[src/rtl/piece_spawner.sv]
// 7-bag piece spawner: LFSR-driven bag draw, one-piece preview,
// and spawn-row generation behind a ready/valid style handshake.
module piece_spawner #(
    parameter int          WIDTH     = 10,
    parameter int          SPAWN_COL = 4,
    parameter int          MODE      = 1,
    parameter logic [15:0] SEED      = 16'hACE1
) (
    input  logic           clk,
    input  logic           rst_n,
    input  logic           clear,
    input  logic           spawn_req,
    output logic           spawn_rdy,
    output logic           spawn_valid,
    output logic [2:0]     piece,
    output logic [2:0]     next_piece,
    output logic [1:WIDTH] line1,
    output logic [1:WIDTH] line2,
    output logic [2:0]     bag_left
);

    localparam logic [15:0] SEED_EFF = (SEED == 16'h0) ? 16'hACE1 : SEED;

    typedef enum logic [1:0] {
        S_INIT,
        S_IDLE,
        S_SPAWN,
        S_REFILL
    } state_e;

    state_e         state_q, state_d;
    logic [15:0]    lfsr_q, lfsr_d;
    logic [6:0]     unused_q, unused_d;
    logic [2:0]     bag_q, bag_d;
    logic [2:0]     piece_q, piece_d;
    logic [2:0]     next_q, next_d;
    logic [1:WIDTH] line1_q, line1_d;
    logic [1:WIDTH] line2_q, line2_d;

    logic [7:0]     rem;
    logic [2:0]     idx;
    logic [2:0]     draw_code;
    logic [6:0]     draw_oh;
    logic [2:0]     cnt;
    logic           found;
    logic [6:0]     draw_mask;
    logic [2:0]     draw_left;
    logic [1:WIDTH] pat1, pat2;

    always_comb begin
        lfsr_d = {1'b0, lfsr_q[15:1]} ^ (lfsr_q[0] ? 16'hB400 : 16'h0000);
    end

    // bit i of unused_q stands for code i+1; pick the idx-th set bit
    always_comb begin
        rem       = 8'd0;
        idx       = 3'd0;
        draw_code = 3'd0;
        draw_oh   = 7'd0;
        cnt       = 3'd0;
        found     = 1'b0;
        if (MODE != 0 && bag_q != 3'd0) begin
            rem = lfsr_q[7:0] % {5'd0, bag_q};
            idx = rem[2:0];
        end
        for (int i = 0; i < 7; i++) begin
            if (unused_q[i] && !found) begin
                if (cnt == idx) begin
                    draw_code = 3'(i + 1);
                    draw_oh   = 7'd1 << i;
                    found     = 1'b1;
                end
                cnt = cnt + 3'd1;
            end
        end
        if (bag_q == 3'd1) begin
            draw_mask = 7'h7F;
            draw_left = 3'd7;
        end else begin
            draw_mask = unused_q & ~draw_oh;
            draw_left = bag_q - 3'd1;
        end
    end

    always_comb begin
        pat1 = '0;
        pat2 = '0;
        unique case (next_q)
            3'd1: begin
                pat2[SPAWN_COL+1] = 1'b1;
                pat2[SPAWN_COL+2] = 1'b1;
                pat1[SPAWN_COL+1] = 1'b1;
                pat1[SPAWN_COL+2] = 1'b1;
            end
            3'd2: begin
                pat2[SPAWN_COL+1] = 1'b1;
                pat1[SPAWN_COL]   = 1'b1;
                pat1[SPAWN_COL+1] = 1'b1;
                pat1[SPAWN_COL+2] = 1'b1;
            end
            3'd3: begin
                pat2[SPAWN_COL]   = 1'b1;
                pat2[SPAWN_COL+1] = 1'b1;
                pat1[SPAWN_COL+1] = 1'b1;
                pat1[SPAWN_COL+2] = 1'b1;
            end
            3'd4: begin
                pat2[SPAWN_COL+1] = 1'b1;
                pat2[SPAWN_COL+2] = 1'b1;
                pat1[SPAWN_COL]   = 1'b1;
                pat1[SPAWN_COL+1] = 1'b1;
            end
            3'd5: begin
                pat2[SPAWN_COL]   = 1'b1;
                pat2[SPAWN_COL+1] = 1'b1;
                pat2[SPAWN_COL+2] = 1'b1;
                pat1[SPAWN_COL+2] = 1'b1;
            end
            3'd6: begin
                pat2[SPAWN_COL]   = 1'b1;
                pat2[SPAWN_COL+1] = 1'b1;
                pat2[SPAWN_COL+2] = 1'b1;
                pat1[SPAWN_COL]   = 1'b1;
            end
            3'd7: begin
                pat2[SPAWN_COL]   = 1'b1;
                pat2[SPAWN_COL+1] = 1'b1;
                pat2[SPAWN_COL+2] = 1'b1;
                pat2[SPAWN_COL+3] = 1'b1;
            end
            default: begin
                pat1 = '0;
                pat2 = '0;
            end
        endcase
    end

    always_comb begin
        state_d  = state_q;
        unused_d = unused_q;
        bag_d    = bag_q;
        piece_d  = piece_q;
        next_d   = next_q;
        line1_d  = line1_q;
        line2_d  = line2_q;
        if (clear) begin
            state_d  = S_INIT;
            unused_d = 7'h7F;
            bag_d    = 3'd7;
            piece_d  = 3'd0;
            line1_d  = '0;
            line2_d  = '0;
        end else begin
            unique case (state_q)
                S_INIT, S_REFILL: begin
                    next_d   = draw_code;
                    unused_d = draw_mask;
                    bag_d    = draw_left;
                    state_d  = S_IDLE;
                end
                S_IDLE: begin
                    if (spawn_req) begin
                        piece_d = next_q;
                        line1_d = pat1;
                        line2_d = pat2;
                        state_d = S_SPAWN;
                    end
                end
                S_SPAWN: begin
                    state_d = S_REFILL;
                end
                default: begin
                    state_d = S_INIT;
                end
            endcase
        end
    end

    always_ff @(posedge clk or negedge rst_n) begin
        if (!rst_n) begin
            state_q  <= S_INIT;
            lfsr_q   <= SEED_EFF;
            unused_q <= 7'h7F;
            bag_q    <= 3'd7;
            piece_q  <= 3'd0;
            next_q   <= 3'd0;
            line1_q  <= '0;
            line2_q  <= '0;
        end else begin
            state_q  <= state_d;
            lfsr_q   <= lfsr_d;
            unused_q <= unused_d;
            bag_q    <= bag_d;
            piece_q  <= piece_d;
            next_q   <= next_d;
            line1_q  <= line1_d;
            line2_q  <= line2_d;
        end
    end

    assign spawn_rdy   = (state_q == S_IDLE);
    assign spawn_valid = (state_q == S_SPAWN);
    assign piece       = piece_q;
    assign next_piece  = next_q;
    assign line1       = line1_q;
    assign line2       = line2_q;
    assign bag_left    = bag_q;

endmodule

[config.mk]
export PLATFORM = sky130hd
export DESIGN_NAME = piece_spawner
export DESIGN_NICKNAME = d
export VERILOG_FILES = /design/src/rtl/piece_spawner.sv
export SDC_FILE = /design/constraint.sdc
export NUM_CORES = 1
export LEC_CHECK = 0
export BUFFER_PORTS_ARGS = -buffer_cell sky130_fd_sc_hd__buf_4
export CAP_MARGIN = 20
export CORE_ASPECT_RATIO = 0.8
export CORE_MARGIN = 3
export CORE_UTILIZATION = 53
export DETAILED_ROUTE_END_ITERATION = 10
export PLACE_DENSITY_LB_ADDON = 0.15
export SYNTH_ARGS = -nofsm -noshare
export SYNTH_HDL_FRONTEND = slang
export SYNTH_SLANG_ARGS = --single-unit
[constraint.sdc]
create_clock -name clk -period 15.5 [get_ports clk]
set_clock_uncertainty 0.05 [all_clocks]
set_input_delay 0.775 -clock clk [delete_from_list [all_inputs] [get_ports clk]]
set_output_delay 0.775 -clock clk [all_outputs]
set_load 0.01 [all_outputs]
# [Word-level counts from Yosys, hierarchy flattened]
# Cells that the tools add are included.
[word_totals] reg_bits=54
[classes] n_addsub=6 mux=73 div_mod_pow=1 n_bitwise=4 n_reduce_logical=27 eq_ne=18
[ops] op="$mux W7" n=15
[ops] op="$mux W3" n=24
[ops] op="$mux W10" n=6
[ops] op="$mux W1" n=24
[ops] op="$eq A3 B3 Y1" n=6
[ops] op="$mux W16" n=1
[ops] op="$xor A15 B16 Y16" n=1
[ops] op="$add A3 B1 Y3 const B" n=5
[ops] op="$eq A3 B3 Y1 const B" n=4
[ops] op="$reduce_or A4 Y1" n=3
[ops] op="$mod A8 B3 Y8" n=1
[ops] op="$and A7 B7 Y7" n=1
[ops] op="$not A7 Y7" n=1
[ops] op="$reduce_or A7 Y1" n=1
[ops] op="$eq A3 B1 Y1 const B" n=2
[ops] op="$eq A3 B2 Y1 const B" n=2
[ops] op="$logic_and A1 B1 Y1" n=6
[ops] op="$logic_not A1 Y1" n=6
[ops] op="$pmux W2 S3" n=1
[ops] op="$reduce_bool A2 Y1" n=3
[ops] op="$reduce_or A5 Y1" n=1
[ops] op="$eq A2 B2 Y1 const B" n=2
[ops] op="$mux W2" n=2
[ops] op="$reduce_and A2 Y1" n=2
[ops] op="other kinds (9)" n=9

# [Logic depth before layout (Yosys ltp)]
[logic_depth] word_depth=28 ltp_mapped=70

# [Least setup slack after synthesis]
# OpenSTA, ideal clock, no wires.
[synth_timing] path_type="reg2reg" start="register bag_q[0], in the netlist bag_left[0]" end="register next_q[1], in the netlist next_piece[1]" period_less_slack_ns=13.963 arrival_time_ns=13.825 slack_ns=1.537 n_path_buf=1 required_time_ns=15.362 path_stages_with_launch=64 setup_time_ns=0.088 path_cell_list="dfstp_2 -> inv_1 -> ha_1 -> a2bb2oi_2 -> ha_1 -> o21a_1 -> nor4b_2 -> a21o_1 -> ha_1 -> nand2_1 -> nand2b_1 -> o211ai_1 -> inv_1 -> ha_1 -> a21oi_1 -> nand2_1 -> a2111oi_2 -> nor2_1 -> [... 28 more ...] -> nand3_1 -> and2_1 -> ha_1 -> buf_1 -> or3_1 -> mux2i_1 -> nor3b_2 -> a221o_1 -> mux2i_2 -> ha_1 -> mux2_2 -> ha_1 -> inv_1 -> a31o_2 -> nand4_1 -> a211oi_2 -> nand3_1 -> a41oi_1"
[synth_between] elab_chain_len=23 elab_cells_between_ends=55 classes_between="add/sub (4); div (1); eq/ne (6); mux (30); reduce/logical (14)"
[synth_lines] item="from (decl)" line="34" rtl="logic [2:0] bag_q, bag_d;"
[synth_lines] item="from (signal assigned)" line="193" rtl="bag_q <= bag_d;"
[synth_lines] item="$mod A8 B3 Y8 or $reduce_bool A3 Y1 (tied branches)" line="63, 62"
[synth_lines] item="$mux W3 *" line="62" rtl="if (MODE != 0 && bag_q != 3'd0) begin"
[synth_lines] item="parallel branches: the longest is 20 deep, another holds $add A3 B1 Y3"
[synth_lines] item="$mux W3 *" line="67" rtl="if (unused_q[i] && !found) begin"
[synth_lines] item="to (signal assigned)" line="195" rtl="next_q <= next_d;"
[synth_lines] item="to (decl)" line="36" rtl="logic [2:0] next_q, next_d;"
# Mark *: on every way between the ends.
# A chain may end at the register's enable or synchronous reset.

# [Final worst setup path]
[layout_timing] start="register bag_q[0], in the netlist bag_left[0]" end="register next_q[2], in the netlist next_piece[2]"
# Same word-level chain as after synthesis.

==> out/summary.md <==
## Power and ir drop
- switch share: 0.4015
- internal power summed over all cells: 292.6 uW
- net switching component of the power: 196.2 uW
- share of total power in combinational logic: 0.525
- share of power burned in the clock network: 0.178
- ratio of total power to cell area: 103.4 mW/mm2
- share of power burned in registers: 0.297
- IR Drop Worst-Case VDD: 0.00007498 V
- static leakage: 0.002218 uW

## STA
- final cycle utilization of the critical path: 0.9318
- relative max-transition margin: 0.4792
- number of failing setup endpoints in the final timing report: 0
- Tightest Pin Transition: 0.7797 ns
- RSZ-0062 raised after global routing: false
- Fin Setup TNS: 0 ns
- post-route minimum period: 14.44 ns
- number of hold-slack violations in the final timing report: 0
- fmax: 0.06924 GHz
- number of max-slew violations in the final report: 0

## Placed design
- number of port buffers: 21
- total placed cells including tap cells: 603
- routability-driven placement congestion ratio: 0.9350
- Final HPWL DP: 7.609 mm
- post-detailed-placement cell area: 0.004498 mm2

## Clocking
- TritonCTS clock tree: done
- clock slew seen by the registers of the worst setup and hold paths: 0.08 ns
- TritonCTS sink count: 41
- H-tree level count: 2
- number of buffers between clock root and the deepest sink: 2
- later-pin clock latency in the skew report: 0.29 ns
- Clock Tree Root: sky130_fd_sc_hd__clkbuf_8
- Inserted Clock Buffers: 5

## Drt
- vias per inst: 6.123
- antenna viol nets, final: 0
- Final Routed Wirelength: 9.927 mm
- post-route DRC violation count: 0
- drt first-iter violations: 274
- Avg WL per Cell: 16.09 um
- via count: 3778
- Detailed Routing Iterations Pass 1: 5

## Yosys
- top flip-flop cell by instance count after synthesis: sky130_fd_sc_hd__dfrtp_1
- cell area after synthesis: 0.004233 mm2
- Syn. warnings: 0
- number of synthesized register bits: 41
- Unique masters post-synth: 95
- synthesized netlist cell count: 483
- Async SR Flop Fraction: 1.000
- number of synthesized flops with an enable pin: 0
- sequential area share after synthesis: 0.2477
- synthesized area divided by synthesized cell count: 8.764 um2

## Critical path
- highest fanout seen on the critical path: 7
- start of the worst register-to-register path: bag_left[0]$_DFFE_PN1P_
- WS Path Type: reg -> reg
- CP Capture Type: flip-flop
- crit-path max cell delay: 0.60 ns
- CP arrival: 14.60 ns
- crit path launch: bag_left[0]$_DFFE_PN1P_
- WP data required: 15.66 ns
- most repeated library cell on the critical path: sky130_fd_sc_hd__ha_1
- Critical Path Start Type: flip-flop
- slowest stage cell, crit path: sky130_fd_sc_hd__dfstp_2

## Floorplanning
- y dimension of the die: 85.93 um
- die outline area: 0.009101 mm2
- IO Pins: 35
- effective utilization at floorplan: 0.5594
- standard-cell rows: 28
- floorplan die width: 105.9 um
- placeable core area: 0.007567 mm2

## Cells and area
- number of cells in the finished layout apart from fillers: 617
- NumNets Final: 547
- cell area after layout: 0.004728 mm2
- antenna cell count: 0
- Area Overhead vs Synth: 11.71%
- Fillers: 660
- layout cell share with drive strength beyond 1: 0.2383

## Global route
- vias in the first global route: 3388
- maximum number of pins on one net before global-route repair: 42
- overall overflow remaining after global route: 0
- wire length of the first global-routing pass: 16.71 mm
- global-route total usage across every layer: 0.2197
- initial antenna violation count: 0

## Min path
- Hold Path Class: reg -> reg
- worst min-delay path startpoint: lfsr_q[9]$_DFF_PN0_

## Flow run
- Maximum Capacitance Violations: 0

## Status
- run status: completed

## power groups by stage
stage | Combinational, uW | Sequential (uW) | Clock (uW)
floorplan | 184 | 142 | 0
global placement | 243 | 146 | 0
detailed placement | 249 | 147 | 0
CTS | 251 | 145 | 89.7
global route | 285 | 149 | 93.9
finish | 257 | 145 | 87.1
## registers in the layout (all words and copies together) (netlist names)
register,count
piece,3
state_q,2
line1,3
bag_left,3
line2,4
next_piece,3
lfsr_q,16
unused_q,7
## synth_stat cells, types with 4 or more instances
cell,n,area [um2]
sky130_fd_sc_hd__xor2_1,7,61.31
sky130_fd_sc_hd__o21ai_0,17,85.08
sky130_fd_sc_hd__and2_1,8,50.05
sky130_fd_sc_hd__nand3_1,16,80.08
sky130_fd_sc_hd__o21a_1,10,75.07
sky130_fd_sc_hd__mux2i_1,10,100.1
sky130_fd_sc_hd__nand2b_1,9,56.30
sky130_fd_sc_hd__and3_1,5,31.28
sky130_fd_sc_hd__a21o_1,7,52.55
sky130_fd_sc_hd__a21oi_1,11,55.05
sky130_fd_sc_hd__o31ai_1,12,90.09
sky130_fd_sc_hd__nor2_1,32,120.1
sky130_fd_sc_hd__dfrtp_1,23,575.6
sky130_fd_sc_hd__nor2b_1,9,56.30
sky130_fd_sc_hd__dfstp_2,18,473.0
sky130_fd_sc_hd__inv_1,19,71.32
sky130_fd_sc_hd__nand4_1,5,31.28
sky130_fd_sc_hd__xnor2_1,7,61.31
sky130_fd_sc_hd__clkbuf_1,15,56.30
sky130_fd_sc_hd__o211ai_1,9,67.56
sky130_fd_sc_hd__and2_4,4,35.03
sky130_fd_sc_hd__nand2_1,58,217.7
sky130_fd_sc_hd__o21ai_1,4,20.02
sky130_fd_sc_hd__ha_1,31,387.9
sky130_fd_sc_hd__nor3_1,16,80.08
sky130_fd_sc_hd__buf_4,13,97.59
sky130_fd_sc_hd__a211oi_1,7,52.55
## cell usage in the layout (no fill, tap or decap), types with 3 or more instances in the layout
master,Yosys,final
sky130_fd_sc_hd__xnor2_1,7,7
sky130_fd_sc_hd__nor2b_1,9,8
sky130_fd_sc_hd__ha_1,31,30
sky130_fd_sc_hd__o21ai_0,17,16
sky130_fd_sc_hd__nor2_1,32,32
sky130_fd_sc_hd__dfrtp_1,23,23
sky130_fd_sc_hd__o211ai_1,9,9
sky130_fd_sc_hd__clkbuf_8,0,6
sky130_fd_sc_hd__or3_1,3,3
sky130_fd_sc_hd__xor2_1,7,7
sky130_fd_sc_hd__a311oi_1,3,3
sky130_fd_sc_hd__nand4_1,5,5
sky130_fd_sc_hd__and2_1,8,8
sky130_fd_sc_hd__buf_4,13,40
sky130_fd_sc_hd__a41oi_1,3,3
sky130_fd_sc_hd__conb_1,1,13
sky130_fd_sc_hd__mux2i_1,10,9
sky130_fd_sc_hd__inv_1,19,19
sky130_fd_sc_hd__nand2_1,58,58
sky130_fd_sc_hd__a22o_1,3,3
sky130_fd_sc_hd__a21o_1,7,7
sky130_fd_sc_hd__nand2b_1,9,8
sky130_fd_sc_hd__o31a_1,3,3
sky130_fd_sc_hd__nand3_1,16,16
sky130_fd_sc_hd__nor4b_1,3,3
sky130_fd_sc_hd__dfstp_2,18,18
sky130_fd_sc_hd__a2111o_1,3,3
sky130_fd_sc_hd__and2_4,4,4
sky130_fd_sc_hd__o21a_1,10,10
sky130_fd_sc_hd__nor3_1,16,16
sky130_fd_sc_hd__a21oi_1,11,10
sky130_fd_sc_hd__o31ai_1,12,11
sky130_fd_sc_hd__a211oi_1,7,7
sky130_fd_sc_hd__and3_1,5,5
sky130_fd_sc_hd__o21ai_1,4,4
## cell families (layout without fill, tap and decap cells)
family	count (synthesis)	in the layout	synth area share
compound gates	138	138	0.2811
other cells	1	13	0.0008859
fa+ha+maj	33	33	0.09873
mux	16	16	0.04257
buf+inv	51	68	0.05705
xor+xnor	16	16	0.03961
simple gates	187	187	0.2323
flops	41	41	0.2477
## final timing paths
path	end	slack [ns]	cells after the start
setup / recovery	next_piece[2]$_DFFE_PN0P_	1.06	65
hold / removal	lfsr_q[8]$_DFF_PN0_	0.30	0
setup reg to reg	next_piece[2]$_DFFE_PN0P_	1.06	65
hold reg to reg	lfsr_q[8]$_DFF_PN0_	0.30	0
max in group asynchronous	unused_q[1]$_DFFE_PN1P_	14.64	1
min in group asynchronous	lfsr_q[8]$_DFF_PN0_	0.40	1
## metal layers
layer  GRT usage  wire length, um  share of wire  vias to the layer above
met4     0.03765               55         0.0055                        0
li1            -                -              -                     1831
met2      0.3223             4219           0.43                      115
met1      0.3500             5124           0.52                     1825
met5           0                0              0                        -
met3     0.02333              528          0.053                        7
## critical path, delay by kind of cell (launching register included)
family	cells	cell delay, ns
fa+ha+maj	11	3.30
flops	1	0.60
mux	4	1.16
simple gates	19	3.14
buf+inv	4	0.42
compound gates	27	5.69
## timing repair
action | in CTS | in global routing
resized for setup | 0 | 14
setup buffers | 0 | 6
hold buffers | 0 | 0
setup endpoints to repair | 0 | 5
## stage by stage
stage / utilization / hold WS (ns) / power [uW] / setup WS (ns)
finish: 0.6248 / 0.3036 / 488.8 / 1.058
detailed placement: 0.5944 / 0.2887 / 395.7 / 0.3276
CTS: 0.6098 / 0.3081 / 485.6 / 0.2582
global route: 0.6248 / 0.3146 / 527.2 / 0.008749
global placement: 0.5944 / 0.2865 / 389.5 / 0.7668
floorplan: - / 0.2812 / 325.6 / 1.537
## final cells by class
type	instances	area, um2	share of cell area
multi-input combinational	403	3057	0.6465
sequential	41	1049	0.2218
timing repair buffer	40	300.3	0.06351
tap	105	131.4	0.02779
clock buffer	7	86.33	0.01826
inverter	20	75.07	0.01588
clock inverter	1	30.03	0.006351
No activity file was read; power rests on OpenSTA's default activity.
